===== src/rtl/mac_pipe_n.sv =====
// mac_pipe_n: pipelined multiply-accumulate unit.
// Each operand pair and its flags travel through four stages. Operands are
// registered first. Four half-width partial products come next. Their sum
// with a two's complement correction gives the exact 2*WIDTH product. The
// product is then extended and accumulated, and the result goes into a
// registered output stage. A sample captured at edge N shows up with
// out_valid after edge N+4.
module mac_pipe_n #(
    parameter int WIDTH     = 16,
    parameter int ACC_WIDTH = 40,
    parameter int SAT       = 0
) (
    input  logic                 clk,
    input  logic                 rst,
    input  logic                 in_valid,
    input  logic [WIDTH-1:0]     in_a,
    input  logic [WIDTH-1:0]     in_b,
    input  logic                 in_signed,
    input  logic                 in_clr,
    output logic                 out_valid,
    output logic [2*WIDTH-1:0]   out_prod,
    output logic [ACC_WIDTH-1:0] out_acc,
    output logic                 out_ovf
);

    localparam int  H      = WIDTH / 2;
    localparam int  PW     = 2 * WIDTH;
    localparam bit  SAT_EN = (SAT != 0);

    // Clamp value used when an accumulation overflows with saturation enabled.
    // Signed mode clamps toward the sign of the incoming operand. Unsigned
    // mode clamps to all ones.
    function automatic logic [ACC_WIDTH-1:0] sat_value(input logic is_signed,
                                                       input logic negative);
        logic [ACC_WIDTH-1:0] v;
        if (is_signed) begin
            if (negative) begin
                v = {1'b1, {(ACC_WIDTH-1){1'b0}}};
            end else begin
                v = {1'b0, {(ACC_WIDTH-1){1'b1}}};
            end
        end else begin
            v = {ACC_WIDTH{1'b1}};
        end
        return v;
    endfunction

    // ---------------- stage 1 state ----------------
    logic               v1_r;
    logic [WIDTH-1:0]   a1_r;
    logic [WIDTH-1:0]   b1_r;
    logic               sg1_r;
    logic               clr1_r;

    // ---------------- stage 2 state ----------------
    logic               v2_r;
    logic               sg2_r;
    logic               clr2_r;
    logic [WIDTH-1:0]   pp_ll_r;
    logic [WIDTH-1:0]   pp_hl_r;
    logic [WIDTH-1:0]   pp_lh_r;
    logic [WIDTH-1:0]   pp_hh_r;
    logic [WIDTH-1:0]   corr2_r;

    // ---------------- stage 3 state ----------------
    logic               v3_r;
    logic               sg3_r;
    logic               clr3_r;
    logic [PW-1:0]      prod3_r;

    // ---------------- stage 4 state ----------------
    logic               v4_r;
    logic [PW-1:0]      prod4_r;
    logic [ACC_WIDTH-1:0] acc_r;
    logic               ovf_r;

    // ---------------- output registers ----------------
    logic               out_valid_r;
    logic [PW-1:0]      out_prod_r;
    logic [ACC_WIDTH-1:0] out_acc_r;
    logic               out_ovf_r;

    // ---------------- combinational nets ----------------
    logic [WIDTH-1:0]   a_lo_s, a_hi_s, b_lo_s, b_hi_s;
    logic [WIDTH-1:0]   pp_ll_s, pp_hl_s, pp_lh_s, pp_hh_s;
    logic [WIDTH-1:0]   corr_s;
    logic [PW-1:0]      prod_s;
    logic [ACC_WIDTH-1:0] ext_s;
    logic [ACC_WIDTH:0]   sum_s;
    logic               ovf_s;
    logic [ACC_WIDTH-1:0] acc_nxt_s;
    logic               ovf_nxt_s;

    // Stage 1: capture the operands and the per-sample flags.
    always_ff @(posedge clk) begin
        if (rst) begin
            v1_r   <= 1'b0;
            a1_r   <= {WIDTH{1'b0}};
            b1_r   <= {WIDTH{1'b0}};
            sg1_r  <= 1'b0;
            clr1_r <= 1'b0;
        end else begin
            v1_r <= in_valid;
            if (in_valid) begin
                a1_r   <= in_a;
                b1_r   <= in_b;
                sg1_r  <= in_signed;
                clr1_r <= in_clr;
            end
        end
    end

    // Split the operands into zero-extended halves and form the partial products.
    // The correction term removes the weight of the operand sign bits. In signed
    // mode the product is ua*ub - 2^W*(a_msb*ub + b_msb*ua) mod 2^(2W).
    always_comb begin
        a_lo_s  = {{(WIDTH-H){1'b0}}, a1_r[H-1:0]};
        a_hi_s  = {{H{1'b0}}, a1_r[WIDTH-1:H]};
        b_lo_s  = {{(WIDTH-H){1'b0}}, b1_r[H-1:0]};
        b_hi_s  = {{H{1'b0}}, b1_r[WIDTH-1:H]};
        pp_ll_s = a_lo_s * b_lo_s;
        pp_hl_s = a_hi_s * b_lo_s;
        pp_lh_s = a_lo_s * b_hi_s;
        pp_hh_s = a_hi_s * b_hi_s;
        corr_s  = {WIDTH{1'b0}};
        if (sg1_r && a1_r[WIDTH-1]) begin
            corr_s = corr_s + b1_r;
        end else begin
            corr_s = corr_s;
        end
        if (sg1_r && b1_r[WIDTH-1]) begin
            corr_s = corr_s + a1_r;
        end else begin
            corr_s = corr_s;
        end
    end

    // Stage 2: register the partial products and the signed correction term.
    always_ff @(posedge clk) begin
        if (rst) begin
            v2_r    <= 1'b0;
            sg2_r   <= 1'b0;
            clr2_r  <= 1'b0;
            pp_ll_r <= {WIDTH{1'b0}};
            pp_hl_r <= {WIDTH{1'b0}};
            pp_lh_r <= {WIDTH{1'b0}};
            pp_hh_r <= {WIDTH{1'b0}};
            corr2_r <= {WIDTH{1'b0}};
        end else begin
            v2_r <= v1_r;
            if (v1_r) begin
                sg2_r   <= sg1_r;
                clr2_r  <= clr1_r;
                pp_ll_r <= pp_ll_s;
                pp_hl_r <= pp_hl_s;
                pp_lh_r <= pp_lh_s;
                pp_hh_r <= pp_hh_s;
                corr2_r <= corr_s;
            end
        end
    end

    // Shift-align the partial products, sum them, and subtract the sign correction.
    always_comb begin
        prod_s = {{WIDTH{1'b0}}, pp_ll_r}
               + {{H{1'b0}}, pp_hl_r, {H{1'b0}}}
               + {{H{1'b0}}, pp_lh_r, {H{1'b0}}}
               + {pp_hh_r, {WIDTH{1'b0}}}
               - {corr2_r, {WIDTH{1'b0}}};
    end

    // Stage 3: register the full product.
    always_ff @(posedge clk) begin
        if (rst) begin
            v3_r    <= 1'b0;
            sg3_r   <= 1'b0;
            clr3_r  <= 1'b0;
            prod3_r <= {PW{1'b0}};
        end else begin
            v3_r <= v2_r;
            if (v2_r) begin
                sg3_r   <= sg2_r;
                clr3_r  <= clr2_r;
                prod3_r <= prod_s;
            end
        end
    end

    // Extend the product, add it to the accumulator, and detect overflow
    // (signed sign flip, or unsigned carry out).
    always_comb begin
        if (sg3_r) begin
            ext_s = ACC_WIDTH'($signed(prod3_r));
        end else begin
            ext_s = ACC_WIDTH'(prod3_r);
        end
        sum_s = {1'b0, acc_r} + {1'b0, ext_s};
        if (sg3_r) begin
            ovf_s = (acc_r[ACC_WIDTH-1] == ext_s[ACC_WIDTH-1]) &&
                    (sum_s[ACC_WIDTH-1] != acc_r[ACC_WIDTH-1]);
        end else begin
            ovf_s = sum_s[ACC_WIDTH];
        end
        acc_nxt_s = acc_r;
        ovf_nxt_s = ovf_r;
        if (v3_r) begin
            if (clr3_r) begin
                acc_nxt_s = ext_s;
                ovf_nxt_s = 1'b0;
            end else begin
                if (ovf_s && SAT_EN) begin
                    acc_nxt_s = sat_value(sg3_r, ext_s[ACC_WIDTH-1]);
                end else begin
                    acc_nxt_s = sum_s[ACC_WIDTH-1:0];
                end
                ovf_nxt_s = ovf_r | ovf_s;
            end
        end else begin
            acc_nxt_s = acc_r;
            ovf_nxt_s = ovf_r;
        end
    end

    // Stage 4: update the accumulator and the sticky overflow flag.
    always_ff @(posedge clk) begin
        if (rst) begin
            v4_r    <= 1'b0;
            prod4_r <= {PW{1'b0}};
            acc_r   <= {ACC_WIDTH{1'b0}};
            ovf_r   <= 1'b0;
        end else begin
            v4_r  <= v3_r;
            acc_r <= acc_nxt_s;
            ovf_r <= ovf_nxt_s;
            if (v3_r) begin
                prod4_r <= prod3_r;
            end
        end
    end

    // Output register: pulse out_valid per sample and hold the results between samples.
    always_ff @(posedge clk) begin
        if (rst) begin
            out_valid_r <= 1'b0;
            out_prod_r  <= {PW{1'b0}};
            out_acc_r   <= {ACC_WIDTH{1'b0}};
            out_ovf_r   <= 1'b0;
        end else begin
            out_valid_r <= v4_r;
            if (v4_r) begin
                out_prod_r <= prod4_r;
                out_acc_r  <= acc_r;
                out_ovf_r  <= ovf_r;
            end
        end
    end

    assign out_valid = out_valid_r;
    assign out_prod  = out_prod_r;
    assign out_acc   = out_acc_r;
    assign out_ovf   = out_ovf_r;

endmodule


===== config.mk =====
export PLATFORM = sky130hd
export DESIGN_NAME = mac_pipe_n
export DESIGN_NICKNAME = d
export VERILOG_FILES = /design/src/rtl/mac_pipe_n.sv
export SDC_FILE = /design/constraint.sdc
export NUM_CORES = 1
export LEC_CHECK = 0
export ABC_AREA = 1
export CORE_MARGIN = 5
export CORE_UTILIZATION = 50
export CTS_CLUSTER_SIZE = 8
export DETAILED_ROUTE_END_ITERATION = 8
export GPL_ROUTABILITY_DRIVEN = 0
export PLACE_DENSITY = 0.7
export SYNTH_ARGS = -nofsm -noshare
export SYNTH_HDL_FRONTEND = slang
export SYNTH_SLANG_ARGS = --single-unit
export TNS_END_PERCENT = 20

===== constraint.sdc =====
create_clock -name clk -period 4.4 [get_ports clk]
set_input_delay 0.88 -clock clk [delete_from_list [all_inputs] [get_ports clk]]
set_output_delay 0.88 -clock clk [all_outputs]
set_load 0.05 [all_outputs]

==> impl.org <==
** Outcome
- The flow ran to the end, and the final reports show no timing, DRC or antenna violations.

** Detailed routing
- After the first detailed-routing iteration, the DRC count stood at 1710.
- Before antenna repair, the detailed router went through 5 iterations.
- Dividing the detail-routed wire length by the instance count gives 16.1 um.
- Total Wirelength :: 73100 um
- Number of vias in the routed layout :: 23449
- Vias per std cell :: 5.18
- Post-DRT Antenna Nets :: 0
- For this run, design rule violations remaining after detail routing come to 0.

** Power and ir drop
- VDD sags by at most 260 uV.
- Power comes to 8.62 mW.
- Power density over the cells :: 293 mW/mm2
- In this run the static leakage power is 16.2 nW.

** Place
- Port Buf Inserts :: 110
- After legalization and detailed placement, the total HPWL measured 57200 um.
- Prior to clock tree synthesis, the placed netlist has a worst setup slack of 0.0190 ns.
- Placed cells :: 4469
- After detailed placement, the total cell area comes to 0.0281 mm2.

** Worst setup path
- At the worst endpoint, the required time is 4.87 ns.
- The critical path in this run is classified as flop to flop.
- The worst setup path is launched from a flop.
- STA puts the critical path data arrival time at 4.67 ns.
- Type of destination of the critical path :: flop
- Of all nets on the critical path, the largest fanout is 13.

** STA
- Number of hold-slack violations in the final timing report :: 0
- The worst path uses 95.5% of the clock period.
- Final WS setup :: 0.200 ns
- Clock skew after layout :: 0.0256 ns
- Setup repair after global routing could not meet its margin everywhere.
- Minimum period implied by the final worst setup slack :: 4.20 ns
- Derived from the worst setup path, the maximum achievable clock frequency is 238 MHz.
- Max-slew headroom at the worst pin :: 34.1%
- Setup violators final :: 0
- At the pin with the least slew margin, the transition time is 0.988 ns.
- The final count of pins violating max slew came to 0.

** Clock tree
- The clock passes through at most 3 buffers.
- Clk Latency, worst-skew pair :: 0.60 ns
- The number of hold buffers added after CTS was 0.
- In this run, CTS created clock tree buffers numbering 45.
- Clock tree from TritonCTS :: done
- Master cell of the clock root buffer :: clkbuf_16
- H-tree depth :: 2
- Clock-pin transition on the worst setup and hold timing paths :: 0.06 ns
- Clock tree synthesis found a total of 301 sinks.

** Logic synthesis
- Counting flops with a built-in enable in the synthesized netlist gives 0.
- Summed over all instances, the cell type with the most area after synthesis is dfxtp_1.
- Post-synthesis sequential area ratio :: 23.2%
- The mapped netlist covers 0.0260 mm2.
- Cell types with the largest area share after synthesis :: dfxtp_1 23%, fa_1 13%, ha_1 12%
- In this run the mean area of a mapped cell was 6.91 um2.
- The number of nets in the synthesized netlist is 4225.
- Yosys printed 0 warnings.
- Gate count after technology mapping :: 3760
- Ys flop type :: dfxtp_1
- Synthesized flop and latch total :: 301
- Distinct cells, synth :: 48
- The share of synthesized area in the top cell type comes to 23.2%.
- Fraction of synthesis flops using an asynchronous set or reset pin :: 0%

** Floorplanning
- Number of ports placed on the die boundary :: 111
- Area of the placeable core :: 0.0514 mm2
- Once the floorplan was initialized, standard cells occupied 50.5% of the core.
- Count of standard-cell rows :: 83
- DIE AREA :: 0.0566 mm2
- From left edge to right edge, the die measures 238 um.
- Die boundary height :: 238 um

** Job
- Max-cap viol count :: 0

** Worst hold path
- In this run the worst hold path is classified as flop to flop.

** Global routing
- Global routing finished with a remaining overflow of 0.
- Entering global routing, the biggest net connects 85 pins.
- Wire length of the first global-routing pass :: 119000 um
- Global routing used 25.5% of the available tracks across all layers.
- The number of antenna violations at the first check in global routing came to 0.
- Via count of the first global-routing pass :: 22994

** Finish
- Count of non-filler cells in the finished layout :: 4527
- Net count of the finished layout :: 4303
- After routing the design area is 0.0294 mm2.
- Ant diodes :: 0
- In the layout the commonest cells are 769 x inv_1, 674 x nand2_1, 376 x nor2_1.
- Of the cells placed in the final design, the portion with a size suffix greater than 1 is 5.28%.
- P&R area growth vs syn :: 13.1%
- Most frequent standard cell in the layout excluding fill and tap cells :: inv_1
- Filler instances :: 4981
cells by family (layout without fill, tap and decap cells):
group	after synthesis	in the layout	synth area share (%)
AOI/OAI and AO/OA	785	785	16.2
xor gates and xnor gates	66	66	2.23
adders and majority gates	428	428	25.6
buffers and inverters	943	1030	13.6
DFF	301	301	23.2
and+or+nand+nor	1237	1237	19.2
routing by layer:
metal | vias to the layer above | share of wire, % | wire, um | track usage [%]
li1 | 11907 | - | - | -
met3 | 176 | 4.4 | 3240 | 3.13
met5 | - | 0 | 0 | 0
met2 | 605 | 46 | 33800 | 42.4
met1 | 10761 | 44 | 32200 | 33.4
met4 | 0 | 5.4 | 3940 | 11.8
per-stage QoR:
step / TNS, ns / util (%) / hold WS, ns
floorplan: 0 / - / 0.437
global placement: 0 / 54.6 / 0.450
detailed placement: 0 / 54.6 / 0.454
CTS: 0 / 57.0 / 0.460
global route: -0.0194 / 57.2 / 0.489
finish: 0 / 57.2 / 0.460
final cells by class:
class | instances | area, um2 | area share [%]
tap | 680 | 851 | 2.90
inverter | 776 | 2920 | 9.92
clock buffer | 49 | 1140 | 3.88
sequential | 301 | 6050 | 20.6
clock inverter | 7 | 104 | 0.353
timing repair buffer | 198 | 1890 | 6.43
multi-input combinational | 2516 | 16400 | 55.9
path summary, 6_finish.rpt:
| path | from | endpoint | slack [ns] | depth (start not counted) |
|---|---|---|---|---|
| worst max-delay path | b1_r[11] | pp_lh_r[12] | 0.20 | 18 |
| worst min-delay path | pp_hl_r[2] | pp_hl_r[2] | 0.46 | 2 |
| worst max register to register | b1_r[11] | pp_lh_r[12] | 0.20 | 18 |
| worst min register to register | pp_hl_r[2] | pp_hl_r[2] | 0.46 | 2 |
synth_stat cells (all sizes together), types with 12 or more instances:
cell type,count
inv,774
fa,171
nor2,378
nand2,685
a21o,12
o21bai,18
o211ai,14
o21ai,339
xor2,39
ha,257
nand4,29
a31oi,14
nand3,115
a21oi,360
clkbuf,157
xnor2,27
dfxtp,301
registers in the layout, indices dropped and copies added, names as in the netlist, 16 cells and up:
name and count:
corr2_r 16, out_acc 40, pp_hl_r 16, a1_r 16, b1_r 16, pp_ll_r 16, prod3_r 32, prod4_r 32
pp_hh_r 16, out_prod 32, acc_r 40, pp_lh_r 16
where the power goes:
| part | internal (mW) | switching [mW] | total [mW] |
|---|---|---|---|
| Clock | 1.84 | 1.32 | 3.15 |
| Sequential | 2.86 | 0.128 | 2.99 |
| Combinational | 0.917 | 1.57 | 2.48 |
critical path: stages (launching register included):
cell,delay [ns]
dfxtp_2,0.50
nand2_1,0.12
fa_1,0.48
fa_1,0.49
inv_1,0.05
fa_1,0.53
inv_1,0.06
fa_1,0.52
inv_1,0.04
ha_1,0.33
a21oi_1,0.18
o21ai_1,0.10
a21oi_1,0.19
nand3b_1,0.15
nand2_1,0.06
nand2_1,0.05
nand3_1,0.06
o211ai_1,0.11
inv_1,0.05
repair_timing:
action,CTS,global route
setup endpoints to repair,0,24
buffers inserted,0,2
hold endpoints to repair,0,0
gates resized for setup,0,24
Power figures use the tool's default switching activity.
